<file path="config.mk">
export PLATFORM = sky130hd
export DESIGN_NAME = md_unit
export DESIGN_NICKNAME = d
export VERILOG_FILES = /design/src/rtl/md_pkg.sv /design/src/rtl/md_iter_core.sv /design/src/rtl/md_unit.sv
export SDC_FILE = /design/constraint.sdc
export NUM_CORES = 1
export LEC_CHECK = 0
export CAP_MARGIN = 30
export CORE_MARGIN = 2
export CORE_UTILIZATION = 40
export CTS_BUF_LIST = sky130_fd_sc_hd__clkbuf_8
export CTS_CLUSTER_SIZE = 12
export DETAILED_ROUTE_END_ITERATION = 10
export PLACE_DENSITY = 0.67
export RECOVER_POWER = 25
export SKIP_LAST_GASP = 1
export SLEW_MARGIN = 20
export SYNTH_ARGS = -nofsm -noshare
export SYNTH_HDL_FRONTEND = slang
export SYNTH_SLANG_ARGS = --single-unit
</file>
<file path="constraint.sdc">
create_clock -name clock -period 7.5 [get_ports clock]
set_input_delay 1.125 -clock clock [delete_from_list [all_inputs] [get_ports clock]]
set_output_delay 1.125 -clock clock [all_outputs]
set_load 0.005 [all_outputs]
</file>
<file path="src/rtl/md_pkg.sv">
// Shared encodings for the multiply/divide unit: md_op codes, FSM states and
// the per-operation flags captured when an operation is accepted.
package md_pkg;
    localparam int MD_WIDTH = 32;

    localparam logic [2:0] MD_MULT  = 3'd0;
    localparam logic [2:0] MD_MULTU = 3'd1;
    localparam logic [2:0] MD_DIV   = 3'd2;
    localparam logic [2:0] MD_DIVU  = 3'd3;
    localparam logic [2:0] MD_MTHI  = 3'd4;
    localparam logic [2:0] MD_MTLO  = 3'd5;

    localparam logic [1:0] ST_IDLE = 2'd0;
    localparam logic [1:0] ST_ITER = 2'd1;
    localparam logic [1:0] ST_FIX  = 2'd2;

    typedef struct packed {
        logic is_div;
        logic neg_res;   // product / quotient must be negated
        logic neg_rem;   // remainder follows the dividend sign
        logic div0;
    } md_flags_t;
endpackage

</file>
<file path="src/rtl/md_iter_core.sv">
// Magnitude-only iterative datapath: shift-add multiply or restoring divide,
// one result bit per step. Divide result is packed as {remainder, quotient}.
module md_iter_core
    import md_pkg::*;
#(
    parameter int WIDTH = MD_WIDTH
) (
    input  logic                 clock,
    input  logic                 reset_n,
    input  logic                 load,
    input  logic                 step,
    input  logic                 is_div,
    input  logic [WIDTH-1:0]     a_mag,
    input  logic [WIDTH-1:0]     b_mag,
    output logic [2*WIDTH-1:0]   result
);
    logic               div_q;
    logic [WIDTH-1:0]   opnd_q;
    logic [2*WIDTH-1:0] acc_q;
    logic [WIDTH-1:0]   rem_q;

    logic [WIDTH:0]     mul_sum;
    logic [WIDTH:0]     rem_sh;
    logic [WIDTH:0]     rem_diff;

    // Low half of acc_q holds the multiplier (mul) or the dividend shifting into quotient (div)
    assign mul_sum  = {1'b0, acc_q[2*WIDTH-1:WIDTH]} + (acc_q[0] ? {1'b0, opnd_q} : '0);
    assign rem_sh   = {rem_q, acc_q[WIDTH-1]};
    assign rem_diff = rem_sh - {1'b0, opnd_q};

    always_ff @(posedge clock or negedge reset_n) begin
        if (!reset_n) begin
            div_q  <= 1'b0;
            opnd_q <= '0;
            acc_q  <= '0;
            rem_q  <= '0;
        end else if (load) begin
            div_q  <= is_div;
            opnd_q <= is_div ? b_mag : a_mag;
            acc_q  <= {{WIDTH{1'b0}}, (is_div ? a_mag : b_mag)};
            rem_q  <= '0;
        end else if (step) begin
            if (div_q) begin
                acc_q[WIDTH-1:0] <= {acc_q[WIDTH-2:0], ~rem_diff[WIDTH]};
                rem_q            <= rem_diff[WIDTH] ? rem_sh[WIDTH-1:0] : rem_diff[WIDTH-1:0];
            end else begin
                acc_q <= {mul_sum, acc_q[WIDTH-1:1]};
            end
        end
    end

    assign result = div_q ? {rem_q, acc_q[WIDTH-1:0]} : acc_q;
endmodule

</file>
<file path="src/rtl/md_unit.sv">
// Execute-stage multiply/divide unit holding HI/LO. Iterative ops take 33 busy
// cycles (WIDTH steps plus a sign-fix cycle); MTHI/MTLO write in one edge.
module md_unit
    import md_pkg::*;
#(
    parameter int WIDTH = MD_WIDTH
) (
    input  logic             clock,
    input  logic             reset_n,
    input  logic             md_start,
    input  logic [2:0]       md_op,
    input  logic [WIDTH-1:0] read_data_1,
    input  logic [WIDTH-1:0] read_data_2,
    output logic [WIDTH-1:0] hi,
    output logic [WIDTH-1:0] lo,
    output logic             md_busy,
    output logic             md_done
);
    localparam int CNT_W = $clog2(WIDTH);

    logic [1:0]         state_q, state_d;
    logic [CNT_W-1:0]   cnt_q, cnt_d;
    logic [WIDTH-1:0]   hi_q, hi_d, lo_q, lo_d;
    logic               done_q, done_d;
    md_flags_t          flags_q, flags_d;

    logic               signed_op, a_neg, b_neg, load;
    logic [WIDTH-1:0]   a_mag, b_mag, quo, rem;
    logic [2*WIDTH-1:0] raw, prod_fix;

    assign signed_op = (md_op == MD_MULT) || (md_op == MD_DIV);
    assign a_neg     = signed_op & read_data_1[WIDTH-1];
    assign b_neg     = signed_op & read_data_2[WIDTH-1];
    assign a_mag     = a_neg ? -read_data_1 : read_data_1;
    assign b_mag     = b_neg ? -read_data_2 : read_data_2;
    // md_op 0..3 are the iterative ops; bit 1 separates divide from multiply
    assign load      = md_start && (state_q == ST_IDLE) && !md_op[2];

    md_iter_core #(.WIDTH(WIDTH)) u_core (
        .clock   (clock),
        .reset_n (reset_n),
        .load    (load),
        .step    (state_q == ST_ITER),
        .is_div  (md_op[1]),
        .a_mag   (a_mag),
        .b_mag   (b_mag),
        .result  (raw)
    );

    assign prod_fix = flags_q.neg_res ? -raw : raw;
    assign quo      = raw[WIDTH-1:0];
    assign rem      = raw[2*WIDTH-1:WIDTH];

    always_comb begin
        state_d = state_q;
        cnt_d   = cnt_q;
        hi_d    = hi_q;
        lo_d    = lo_q;
        done_d  = 1'b0;
        flags_d = flags_q;
        case (state_q)
            ST_IDLE: begin
                if (md_start) begin
                    if (md_op == MD_MTHI) begin
                        hi_d = read_data_1;
                    end else if (md_op == MD_MTLO) begin
                        lo_d = read_data_1;
                    end else if (!md_op[2]) begin
                        state_d = ST_ITER;
                        cnt_d   = '0;
                        flags_d = '{is_div:  md_op[1],
                                    neg_res: a_neg ^ b_neg,
                                    neg_rem: a_neg,
                                    div0:    (read_data_2 == '0)};
                    end
                end
            end
            ST_ITER: begin
                if (cnt_q == CNT_W'(WIDTH-1)) state_d = ST_FIX;
                else                          cnt_d   = cnt_q + 1'b1;
            end
            ST_FIX: begin
                done_d  = 1'b1;
                state_d = ST_IDLE;
                if (flags_q.is_div) begin
                    // Remainder magnitude equals |rs| on divide-by-zero, so sign fix restores rs
                    lo_d = flags_q.div0 ? '1 : (flags_q.neg_res ? -quo : quo);
                    hi_d = flags_q.neg_rem ? -rem : rem;
                end else begin
                    {hi_d, lo_d} = prod_fix;
                end
            end
            default: state_d = ST_IDLE;
        endcase
    end

    always_ff @(posedge clock or negedge reset_n) begin
        if (!reset_n) begin
            state_q <= ST_IDLE;
            cnt_q   <= '0;
            hi_q    <= '0;
            lo_q    <= '0;
            done_q  <= 1'b0;
            flags_q <= '0;
        end else begin
            state_q <= state_d;
            cnt_q   <= cnt_d;
            hi_q    <= hi_d;
            lo_q    <= lo_d;
            done_q  <= done_d;
            flags_q <= flags_d;
        end
    end

    assign hi      = hi_q;
    assign lo      = lo_q;
    assign md_busy = (state_q != ST_IDLE);
    assign md_done = done_q;
endmodule

</file>
After elaboration in Yosys (flattened, before gate mapping)
Cells that the tools add are included.
W data, S select, Z words.
Storage, ports and cells
  register bits after elaboration: 205
  input bits: 70
  output and inout port bits: 66
  word-level logic and storage cells: 103
Cells by class
  $add $sub $neg: 8
  equal/unequal tests: 15
  mux-type cells: 40
  bitwise gates (word level): 7
  reductions and logical operators: 19
Operator list (number)
  $mux W32: 21
  $mux W64: 4
  $neg A32 Y32: 4
  $pmux W32 S2: 2
  $neg A64 Y64: 1
  $add A32 B33 Y33: 1
  $sub A33 B32 Y33: 1
  $logic_not A32 Y1: 1
  $mux W5: 5
  $ne A2 B2 Y1 const B: 7
  $mux W2: 5
  $pmux W5 S2: 1
  $reduce_and A5 Y1: 2
  $reduce_bool A2 Y1: 5
  $eq A3 B3 Y1 const B: 2
  $reduce_and A6 Y1: 1
  $add A5 B1 Y5 const B: 1
  $eq A5 B5 Y1 const B: 1
  $ne A2 B1 Y1 const B: 2
  $not A1 Y1: 4
  $pmux W2 S2: 1
  $reduce_and A2 Y1: 2
  $reduce_and A4 Y1: 1
  $eq A3 B2 Y1 const B: 1
  other kinds (11): 13

Longest topological paths before layout
Gate-level depths: netlist (run 1).
  depth after elaboration: 6
  gate-level depth with buffers: 16
  mapped depth without buffers: 13

By module
Synthesis (run 1) repeated with hierarchy kept, for this count alone.
Unflattened totals
  cell total of the unflattened synthesis: 2082
  area, all modules: 17032.6 um^2
By module, submodules not included
  md_iter_core: instances 1, cells each 1237, area each 10500.1 um^2, sequential area each 3228.1 um^2
  md_unit: instances 1, cells each 845, area each 6532.5 um^2, sequential area each 1901.8 um^2

Worst setup path before layout (run 1)
Ideal clock, no wire load.
  path kind: reg-to-reg
  start point: register u_core.acc_q[0]
  end point: register u_core.acc_q[62]
  setup time: 0.140 ns
  arrival: 3.213 ns
  data required time: 7.360 ns
  setup slack: 4.147 ns
  cell stages (with the launch flop): 14
  path buffers: 1
  period minus slack after synthesis: 3.353 ns
  cell sequence: dfrtp_1 > inv_1 > clkbuf_1 > nor2_1 > ha_1 > nand3_1 > o22ai_1 > o21ai_1 > a2111oi_0 > o221ai_1 > o21ai_1 > a31oi_1 > a2111oi_0 > a211oi_1
Between the ends
  word-level cells in the longest chain between the ends: 5
RTL lines
  from (decl): line md_iter_core.sv:19  | logic [2*WIDTH-1:0] acc_q;
  from (signal assigned): line md_iter_core.sv:40  | acc_q <= {{WIDTH{1'b0}}, (is_div ? a_mag : b_mag)};
  from (signal, indexed assignment): line md_iter_core.sv:44  | acc_q[WIDTH-1:0] <= {acc_q[WIDTH-2:0], ~rem_diff[WIDTH]};
  from (signal assigned): line md_iter_core.sv:47  | acc_q <= {mul_sum, acc_q[WIDTH-1:1]};
  $mux W32: line md_iter_core.sv:27  | assign mul_sum = {1'b0, acc_q[2*WIDTH-1:WIDTH]} + (acc_q[0] ? {1'b0, opnd_q} : '0);
  $add A32 B33 Y33: line md_iter_core.sv:27
  $mux W32: line md_iter_core.sv:43  | if (div_q) begin
  $mux W64: line md_iter_core.sv:42  | end else if (step) begin
  $mux W64: line md_iter_core.sv:37  | end else if (load) begin
Every way passes these cells. The select of a mux whose other input is x is not followed.
A chain may end at the register's enable or synchronous reset.

==> results.json, run 1 <==
{
  "clock_skew_ps": 35.9,
  "hold_slack_ps": 477,
  "worstHoldStart": "lo[8]",
  "area_delta_synth_final_pct": 14.9,
  "crit_chain": "clkbuf_1",
  "max_stage_delay_ps": 3370,
  "drive_gt1_share_pct": 5.11,
  "grtUsageMet2_pct": 42.8,
  "synth_cell_types": 82,
  "ctsHtreeMaxLevel": 2,
  "cp_top_family": "buffers and inverters",
  "path_buf_inv": 1,
  "cts_tree": "built",
  "synth_area_mm2": 0.0166,
  "vias_per_cell": 6.15,
  "r2r_cells": 13,
  "rsz0062_at_grt": "false",
  "initial_utilization_pct": 40.6,
  "port_buffers": 135,
  "maxSlewHeadroom_pct": -228,
  "fin_crit_sh_pct": 67.4,
  "clock-sinks": 205,
  "drt_iter0_markers": 1547,
  "antenna_found_initial": 2,
  "grt_max_degree": 92,
  "tightest_slew_ps": 4920,
  "die_h_um": 208,
  "status": "complete, but fails checks",
  "startpoint_type": "input port",
  "hold_viol_final": 0,
  "cap_violations": 2,
  "cellPowerDensity_mw_per_mm2": 501,
  "grt_usage_pct": 28.0,
  "r2r_setup_slack_ps": 3250,
  "clk_pin_slew_ps": 50,
  "critPathRequiredTime_ps": 7030,
  "holdPathStages": 1,
  "dr.pass1.iters": 6,
  "cts_buffers": 39,
  "synthCells": 2087,
  "wl_per_cell_um": 22.8,
  "ioPinCount": 136,
  "violations": "capacitance limit, slew limit",
  "antenna_left": 0,
  "fillers": 3979,
  "wl_um": 61600,
  "r2r_end": "u_core.acc_q[62]",
  "overflow": 0,
  "clockBufferDepth": 3,
  "num_vias": 16628,
  "dieArea_mm2": 0.0431,
  "synth-seq-cells": 205,
  "gp_congestion": 0.978,
  "place_area_mm2": 0.0182,
  "crit_type": "in -> async",
  "ys_seq_area_share_pct": 31.0,
  "drc": 0,
  "cts_setup_buffers": 0,
  "setup_tns_ps": 0,
  "hold_class": "reg -> reg",
  "clock_latency_ps": 610,
  "core_region_area_mm2": 0.0408,
  "ys.flop_type": "dfrtp_1",
  "crit_arrival_ps": 4590,
  "critPathCaptureType": "asynchronous set/reset pin",
  "num_rows": 74,
  "fp.dieW_um": 208,
  "crit_fanout": 88,
  "antenna_cells": 0,
  "peakVddDrop_mv": 0.246,
  "grt_pass1_wl_um": 94200,
  "final_nets": 2289,
  "syn-num-nets": 2229,
  "hold_end": "lo[8]",
  "dp.final_hpwl_um": 46300,
  "yosysWarnings": 0,
  "use_met3_pct": 6.13,
  "finalSetupViolations": 0,
  "power_leakage_uw": 0.00809,
  "period_minus_slack_ps": 5060,
  "post-place-ws_ps": 3250,
  "cts_resized": 0,
  "cpMaxStageDelayCell": "clkbuf_1",
  "async_reset_ff_share_pct": 100,
  "grt_pass1_vias": 15667,
  "final_area_mm2": 0.0190,
  "grt_util_met1_pct": 36.6,
  "avgSynthCellArea_um2": 7.94,
  "max_freq_mhz": 198,
  "top_usage_layer": "met2",
  "setup_ws_ps": 2440,
  "cts_hold_buffers": 0,
  "synth_edf_count": 0,
  "slew_violations": 125,
  "r2r_start": "u_core.acc_q[0]",
  "cts-root-buf": "clkbuf_8"
}
layer usage:
metal,part of all wire (%),wire length [um],vias to the layer above
met4,6.2,3790,2
met3,9.0,5530,183
met5,0.021,13,-
met1,41,25500,7944
met2,43,26800,838
li1,-,-,7661
cell families after synthesis:
family,count (synthesis),synth area share (%)
AND/OR/NAND/NOR,675,19.5
AO/OA/AOI/OAI,669,24.6
buffers and inverters,205,4.89
flip-flops,205,31.0
XOR/XNOR,171,9.04
multiplexers,90,5.49
adder cells (fa/ha/maj),72,5.53
Yosys cell counts (all sizes together) (10+ instances only):
| cell | instances | area (um^2) |
|---|---|---|
| a211oi | 10 | 75.1 |
| a21o | 46 | 345 |
| a21oi | 209 | 1050 |
| a31oi | 19 | 119 |
| a32oi | 18 | 158 |
| and3 | 31 | 194 |
| buf | 28 | 145 |
| clkbuf | 111 | 417 |
| dfrtp | 205 | 5130 |
| ha | 70 | 876 |
| inv | 66 | 248 |
| mux2i | 83 | 831 |
| nand2 | 200 | 751 |
| nand2b | 18 | 113 |
| nand3 | 76 | 380 |
| nand4 | 17 | 113 |
| nor2 | 185 | 697 |
| nor2b | 12 | 75.1 |
| nor3 | 46 | 230 |
| nor4 | 19 | 146 |
| o211ai | 39 | 293 |
| o21a | 11 | 82.6 |
| o21ai | 204 | 1020 |
| o221ai | 14 | 123 |
| o22ai | 14 | 87.6 |
| o31ai | 21 | 171 |
| o41ai | 12 | 105 |
| or3 | 19 | 119 |
| xnor2 | 83 | 727 |
| xor2 | 88 | 771 |
cell usage in the layout (no fill, tap or decap), types with 19 or more instances in the layout:
cell,n
o21ai_1,58
o21ai_0,145
dfrtp_1,204
o211ai_1,39
mux2i_1,83
nand2_1,200
a21o_1,46
clkdlybuf4s50_1,133
xnor2_1,82
clkbuf_8,47
a31oi_1,19
nor3_1,45
and3_1,31
ha_1,70
o31ai_1,20
nor2_1,184
inv_1,76
xor2_1,88
a21oi_1,208
nand3_1,76
final cells by class:
| type | instances | area (um^2) | area share [%] |
|---|---|---|---|
| inverter | 66 | 248 | 1.30 |
| timing repair buffer | 158 | 1540 | 8.06 |
| clock buffer | 47 | 647 | 3.40 |
| multi-input combinational | 1677 | 10700 | 56.0 |
| clock inverter | 20 | 148 | 0.775 |
| tap | 532 | 666 | 3.50 |
| sequential | 205 | 5130 | 27.0 |
power by group:
part	total [uW]	internal, uW	switching [uW]	leakage [uW]
clock	1180	636	543	0.000436
combinational	5990	2520	3470	0.00516
sequential	2380	1650	735	0.00250
sequential cells by signal, indices dropped and copies added (netlist names):
register and cells:
state_q 2, md_done 1, u_core.opnd_q 32, u_core.acc_q 64, lo 32, cnt_q 5, flags_q 4, hi 32
u_core.rem_q 32, u_core.div_q 1
worst max path at each step:
stage	from	endpoint	slack, ps	cells past startpoint
2_1_floorplan	u_core.acc_q[0]	u_core.acc_q[62]	4150	13
3_3_place_gp	read_data_2[8]	u_core.opnd_q[29]	3260	9
3_5_place_dp	read_data_2[8]	u_core.acc_q[29]	3250	9
4_1_cts	u_core.acc_q[0]	u_core.acc_q[62]	3250	13
5_1_grt	reset_n	u_core.acc_q[14]	1600	1
6_report	reset_n	u_core.acc_q[16]	2440	1
through the flow:
step	instances	utilization [%]	total power, uW
final	2705	46.6	9550
after global routing	2705	46.6	10300
after CTS	2703	46.6	9450
after detailed placement	2636	44.7	8240
after global placement	2635	44.6	8100
after floorplan	2087	-	6340
(Power assumes the default switching activity.)
==> run 2, diff against run 1 <==
clock period = 4.8 ns   (was 7.5 ns; I/O delays follow)
==> run 2 against run 1 <==
The run still ends with capacitance limit, slew limit left. Die area is the same. Global-route usage grew 0.27 points. Cell area grew 0.11%. Register-to-register slack lost 2500 ps. Core utilization is essentially flat. Critical path depth grew 13. Critical endpoint is now u_core.acc_q[62]. Largest cell class unchanged. Largest power group unchanged.
==> results.json, run 2 (same netlist as run 1, synthesis figures left out) <==
{
  "critPathCaptureType": "flip-flop",
  "place_area_mm2": 0.0183,
  "antenna_cells": 0,
  "hold_class": "reg -> reg",
  "period_minus_slack_ps": 4070,
  "wl_um": 62200,
  "worstHoldStart": "cnt_q[4]",
  "area_delta_synth_final_pct": 15.1,
  "cellPowerDensity_mw_per_mm2": 778,
  "num_rows": 74,
  "regMostFlops": "u_core.acc_q",
  "largest_reg_flops": 64,
  "cts_buffers": 41,
  "crit_chain": "inv_1 -> buf_4 -> nor2_1 -> ha_1 -> nand3_1 -> o22ai_1 -> o21ai_1 -> a2111oi_0 -> buf_1 -> o221ai_1 -> o21ai_1 -> a31oi_1 -> a2111oi_0 -> a211oi_1",
  "crit_arrival_ps": 4500,
  "power_leakage_uw": 0.00815,
  "critPathRequiredTime_ps": 5240,
  "drc": 0,
  "core_region_area_mm2": 0.0408,
  "dr.pass1.iters": 5,
  "port_buffers": 135,
  "r2r_setup_slack_ps": 730,
  "final_area_mm2": 0.0191,
  "wl_per_cell_um": 22.9,
  "wl_met2_um": 27700,
  "ioPinCount": 136,
  "cts_hold_buffers": 0,
  "clock-sinks": 205,
  "status": "complete, but fails checks",
  "holdPathStages": 2,
  "r2r_cells": 14,
  "crit_type": "reg -> reg",
  "grt_usage_pct": 28.2,
  "ctsHtreeMaxLevel": 2,
  "fp.dieW_um": 208,
  "overflow": 0,
  "wl_met1_um": 26300,
  "slew_violations": 147,
  "cts_tree": "built",
  "wl_met3_um": 5070,
  "dieArea_mm2": 0.0431,
  "clockBufferDepth": 3,
  "clock_latency_ps": 600,
  "hold_viol_final": 0,
  "antenna_left": 0,
  "antenna_found_initial": 0,
  "initial_utilization_pct": 40.6,
  "crit_fanout": 17,
  "violations": "capacitance limit, slew limit",
  "cp_top_family": "compound AO/OA/AOI/OAI gates",
  "cts_setup_buffers": 0,
  "peakVddDrop_mv": 0.300,
  "r2r_start": "u_core.acc_q[0]",
  "dp.final_hpwl_um": 47200,
  "maxSlewHeadroom_pct": -52.0,
  "cap_violations": 3,
  "rsz0062_at_grt": "false",
  "max_stage_delay_ps": 480,
  "finalSetupViolations": 0,
  "setup_tns_ps": 0,
  "drt_iter0_markers": 1473,
  "final_common_cell": "a21oi_1",
  "max_freq_mhz": 246,
  "num_vias": 16552,
  "hold_end": "cnt_q[4]",
  "tightest_slew_ps": 2280,
  "cpMaxStageDelayCell": "a2111oi_0",
  "clk_pin_slew_ps": 60,
  "r2r_end": "u_core.acc_q[62]",
  "grt_max_degree": 106,
  "gp_congestion": 0.979,
  "grt_pass1_wl_um": 95100,
  "cts-root-buf": "clkbuf_8",
  "drive_gt1_share_pct": 5.58,
  "clock_skew_ps": 43.5,
  "final_nets": 2303,
  "fin_crit_sh_pct": 84.7,
  "startpoint_type": "flip-flop",
  "grt_pass1_vias": 15732,
  "cts_resized": 0,
  "mostFrequentLayoutCells": "a21oi_1, dfrtp_1, nand2_1",
  "vias_per_cell": 6.09,
  "path_buf_inv": 3,
  "highest_layer": "met4",
  "die_h_um": 208,
  "cp_num_cells": 14
}
## run 2: cell count changes in the layout (fill, tap and decap cells not counted), sizes merged
cell and delta:
buf +13, inv +4, clkinvlp -3, bufinv -2, clkbuf +2, clkinv +1
dlymetal6s2s -1
## run 2: layout make-up
class	count	area, um^2
Inverter	66	248
Tap cell	532	666
Fill cell	4032	21800
Timing Repair Buffer	170	1600
Clock buffer	49	674
Multi-Input combinational cell	1677	10700
Clock inverter	20	85.1
Sequential cell	205	5130
## run 2: stage by stage
| step | cells | total power, uW | hold slack, ps | worst slack, ps | util, % |
|---|---|---|---|---|---|
| detailed placement | 2647 | 12900 | 469 | 903 | 44.8 |
| CTS | 2716 | 14700 | 275 | 854 | 46.7 |
| finish | 2719 | 14800 | 479 | 735 | 46.7 |
| global placement | 2645 | 12700 | 462 | 470 | 44.8 |
| global route | 2719 | 15900 | 483 | 425 | 46.7 |
| floorplan | 2087 | 9910 | 424 | 1450 | - |
## run 2: worst max-delay path by stage
stage | from | endpoint | slack (ps)
floorplan | u_core.acc_q[0] | u_core.acc_q[62] | 1450
global placement | u_core.acc_q[0] | u_core.acc_q[62] | 470
detailed placement | read_data_2[8] | u_core.acc_q[29] | 900
CTS | u_core.acc_q[0] | u_core.acc_q[62] | 850
global route | u_core.acc_q[0] | u_core.acc_q[62] | 430
finish | u_core.acc_q[0] | u_core.acc_q[62] | 730
## run 2: power by group
group	leakage [uW]	total [uW]	switching (uW)	internal, uW
clock network	0.000447	1750	836	916
registers	0.00250	3700	1130	2580
logic	0.00520	9370	5430	3940
## run 2: layer usage
metal  GRT usage (%)  vias up
met5               0        -
met4            14.0        0
met3            3.99      137
met2            44.1      752
met1            38.3     7978
li1                -     7685
## run 2: worst register-to-register path, cell delays in order, from the launching register on
cell and delay, ps:
dfrtp_1 430, inv_1 140, buf_4 280, nor2_1 90, ha_1 370, nand3_1 110
o22ai_1 200, o21ai_1 170, a2111oi_0 480, buf_1 230, o221ai_1 240, o21ai_1 430
a31oi_1 190, a2111oi_0 470, a211oi_1 80
==> run 3, diff against run 2 <==
PLACE_DENSITY = 0.69   (was 0.67)
clock period = 3.4 ns   (was 4.8 ns; I/O delays follow)
==> run 3 against run 2 <==
The run still ends with capacitance limit, slew limit left. Worst setup slack worse by 640 ps. Critical path depth shrank 6. Cell area increased by 6.5%. First-iteration DRC count grew 11%. Count of clock-buffer cells in the layout increased by 3. Register-to-register slack worse by 640 ps. Maximum frequency grew 23%. Final cell count is 4.7% higher. Non-clock buffer count is 128 higher. Combinational power up 57%. Sequential power increased by 37%.
==> results.json, run 3 (same netlist as run 1, synthesis figures left out) <==
{
  "final_util_pct": 49.7,
  "clock-sinks": 205,
  "core_region_area_mm2": 0.0408,
  "grt_max_degree": 66,
  "cts_buffers": 40,
  "power_leakage_uw": 0.00883,
  "wl_per_cell_um": 22.3,
  "vias_per_cell": 5.96,
  "cp_num_cells": 8,
  "crit_chain": "or4_4 -> nor4_4 -> or4b_4 -> o21ai_2 -> and3_1 -> a21oi_1 -> xor2_1 -> a21oi_1",
  "critPathRequiredTime_ps": 3810,
  "fp.dieW_um": 208,
  "finalSetupViolations": 0,
  "r2r_cells": 8,
  "gp_congestion": 1.04,
  "num_vias": 16966,
  "cp_top_family": "simple AND/OR/NAND/NOR gates",
  "post-place-ws_ps": -200,
  "setup_ws_ps": 95.1,
  "crit_fanout": 8,
  "overflow": 0,
  "cts_tree": "built",
  "regMostFlops": "u_core.acc_q",
  "crit_arrival_ps": 3720,
  "critical_path.most_common_cell": "a21oi_1",
  "tightest_slew_ps": 1790,
  "antenna_cells": 0,
  "ctsHtreeMaxLevel": 2,
  "mostFrequentLayoutCells": "a21oi_1, dfrtp_1, nand2_1",
  "grt_usage_pct": 28.8,
  "initial_utilization_pct": 40.6,
  "hold_slack_ps": 479,
  "cap_violations": 2,
  "wl_um": 63600,
  "antenna_left": 0,
  "crit_type": "reg -> reg",
  "clock_skew_ps": 43.4,
  "critPathCaptureType": "flip-flop",
  "holdPathStages": 1,
  "hold_class": "reg -> reg",
  "status": "complete, but fails checks",
  "clockBufferDepth": 3,
  "area_delta_synth_final_pct": 22.5,
  "dieArea_mm2": 0.0431,
  "clk_pin_slew_ps": 60,
  "grt_pass1_wl_um": 96600,
  "die_h_um": 208,
  "cellPowerDensity_mw_per_mm2": 1110,
  "final_nets": 2430,
  "cts-root-buf": "clkbuf_8",
  "period_minus_slack_ps": 3300,
  "clock_latency_ps": 620,
  "grt_pass1_vias": 16158,
  "ioPinCount": 136,
  "drc": 0,
  "num_rows": 74,
  "drt_iter0_markers": 1642,
  "maxSlewHeadroom_pct": -19.5,
  "slew_violations": 99,
  "max_stage_delay_ps": 590,
  "antenna_found_initial": 0,
  "dr.pass1.iters": 5,
  "drive_gt1_share_pct": 11.7,
  "final_common_cell": "a21oi_1",
  "violations": "capacitance limit, slew limit",
  "startpoint_type": "flip-flop",
  "setup_tns_ps": 0,
  "path_buf_inv": 0,
  "dp.final_hpwl_um": 49600,
  "port_buffers": 135,
  "largest_reg_flops": 64,
  "fillers": 3897,
  "peakVddDrop_mv": 0.398,
  "fin_crit_sh_pct": 97.2,
  "cpMaxStageDelayCell": "or4b_4",
  "max_freq_mhz": 303,
  "hold_viol_final": 0
}
==> run 3: cell types whose count changed in the layout (fill, tap and decap cells not counted), sizes merged <==
| cell | previous run | this run |
|---|---|---|
| buf | 34 | 159 |
| clkbuf | 52 | 57 |
| inv | 80 | 74 |
| clkinvlp | 1 | 2 |
| dlygate4sd3 | 0 | 1 |
| bufinv | 0 | 2 |
==> run 3: timing repair <==
| action | 4_1_cts | 5_1_grt |
|---|---|---|
| buffers inserted | 0 | 3 |
| pin swaps | 0 | 8 |
| hold endpoints to repair | 61 | 0 |
| gates cloned | 0 | 1 |
| gates resized for setup | 7 | 16 |
| setup endpoints to repair | 11 | 37 |
| hold buffers | 1 | 0 |
==> run 3: per-stage QoR <==
stage / power (uW) / area (um^2) / cells
2_1_floorplan: 14000 / 16600 / 2087
5_1_grt: 24100 / 20300 / 2847
6_report: 22500 / 20300 / 2847
3_3_place_gp: 19000 / 19300 / 2773
4_1_cts: 22100 / 20200 / 2843
3_5_place_dp: 19300 / 19300 / 2773
==> run 3: power breakdown <==
group,leakage (uW),internal [uW],switching (uW)
Combinational,0.00587,6490,8200
Clock,0.000466,1520,1190
Sequential,0.00250,3640,1420
Total,0.00883,11600,10800
==> run 3: worst paths after layout <==
check                            startpoint                to  slack, ps
min                                  lo[22]            lo[22]        480
max                        u_core.acc_q[22]            hi[16]        100
min in group asynchronous           reset_n  u_core.acc_q[59]        870
max reg2reg                u_core.acc_q[22]            hi[16]        100
min reg2reg                          lo[22]            lo[22]        480
max in group asynchronous           reset_n            lo[23]        580
==> run 3: layer usage <==
metal,global-route usage (%),vias up,share of wire (%)
met5,0,-,0
met4,13.8,0,5.0
met3,5.92,154,8.5
met2,45.8,715,45
met1,37.5,8138,42
li1,-,7959,-
==> run 3: cell type report <==
class                   instances  area [um^2]  area share [%]
multi-input cells            1677        10700            52.9
flip-flops and latches        205         5130            25.3
repair buffers                298         2660            13.1
clock buffers                  52          716            3.53
well taps                     532          666            3.28
inverters                      66          253            1.25
clock inverters                17          129           0.635
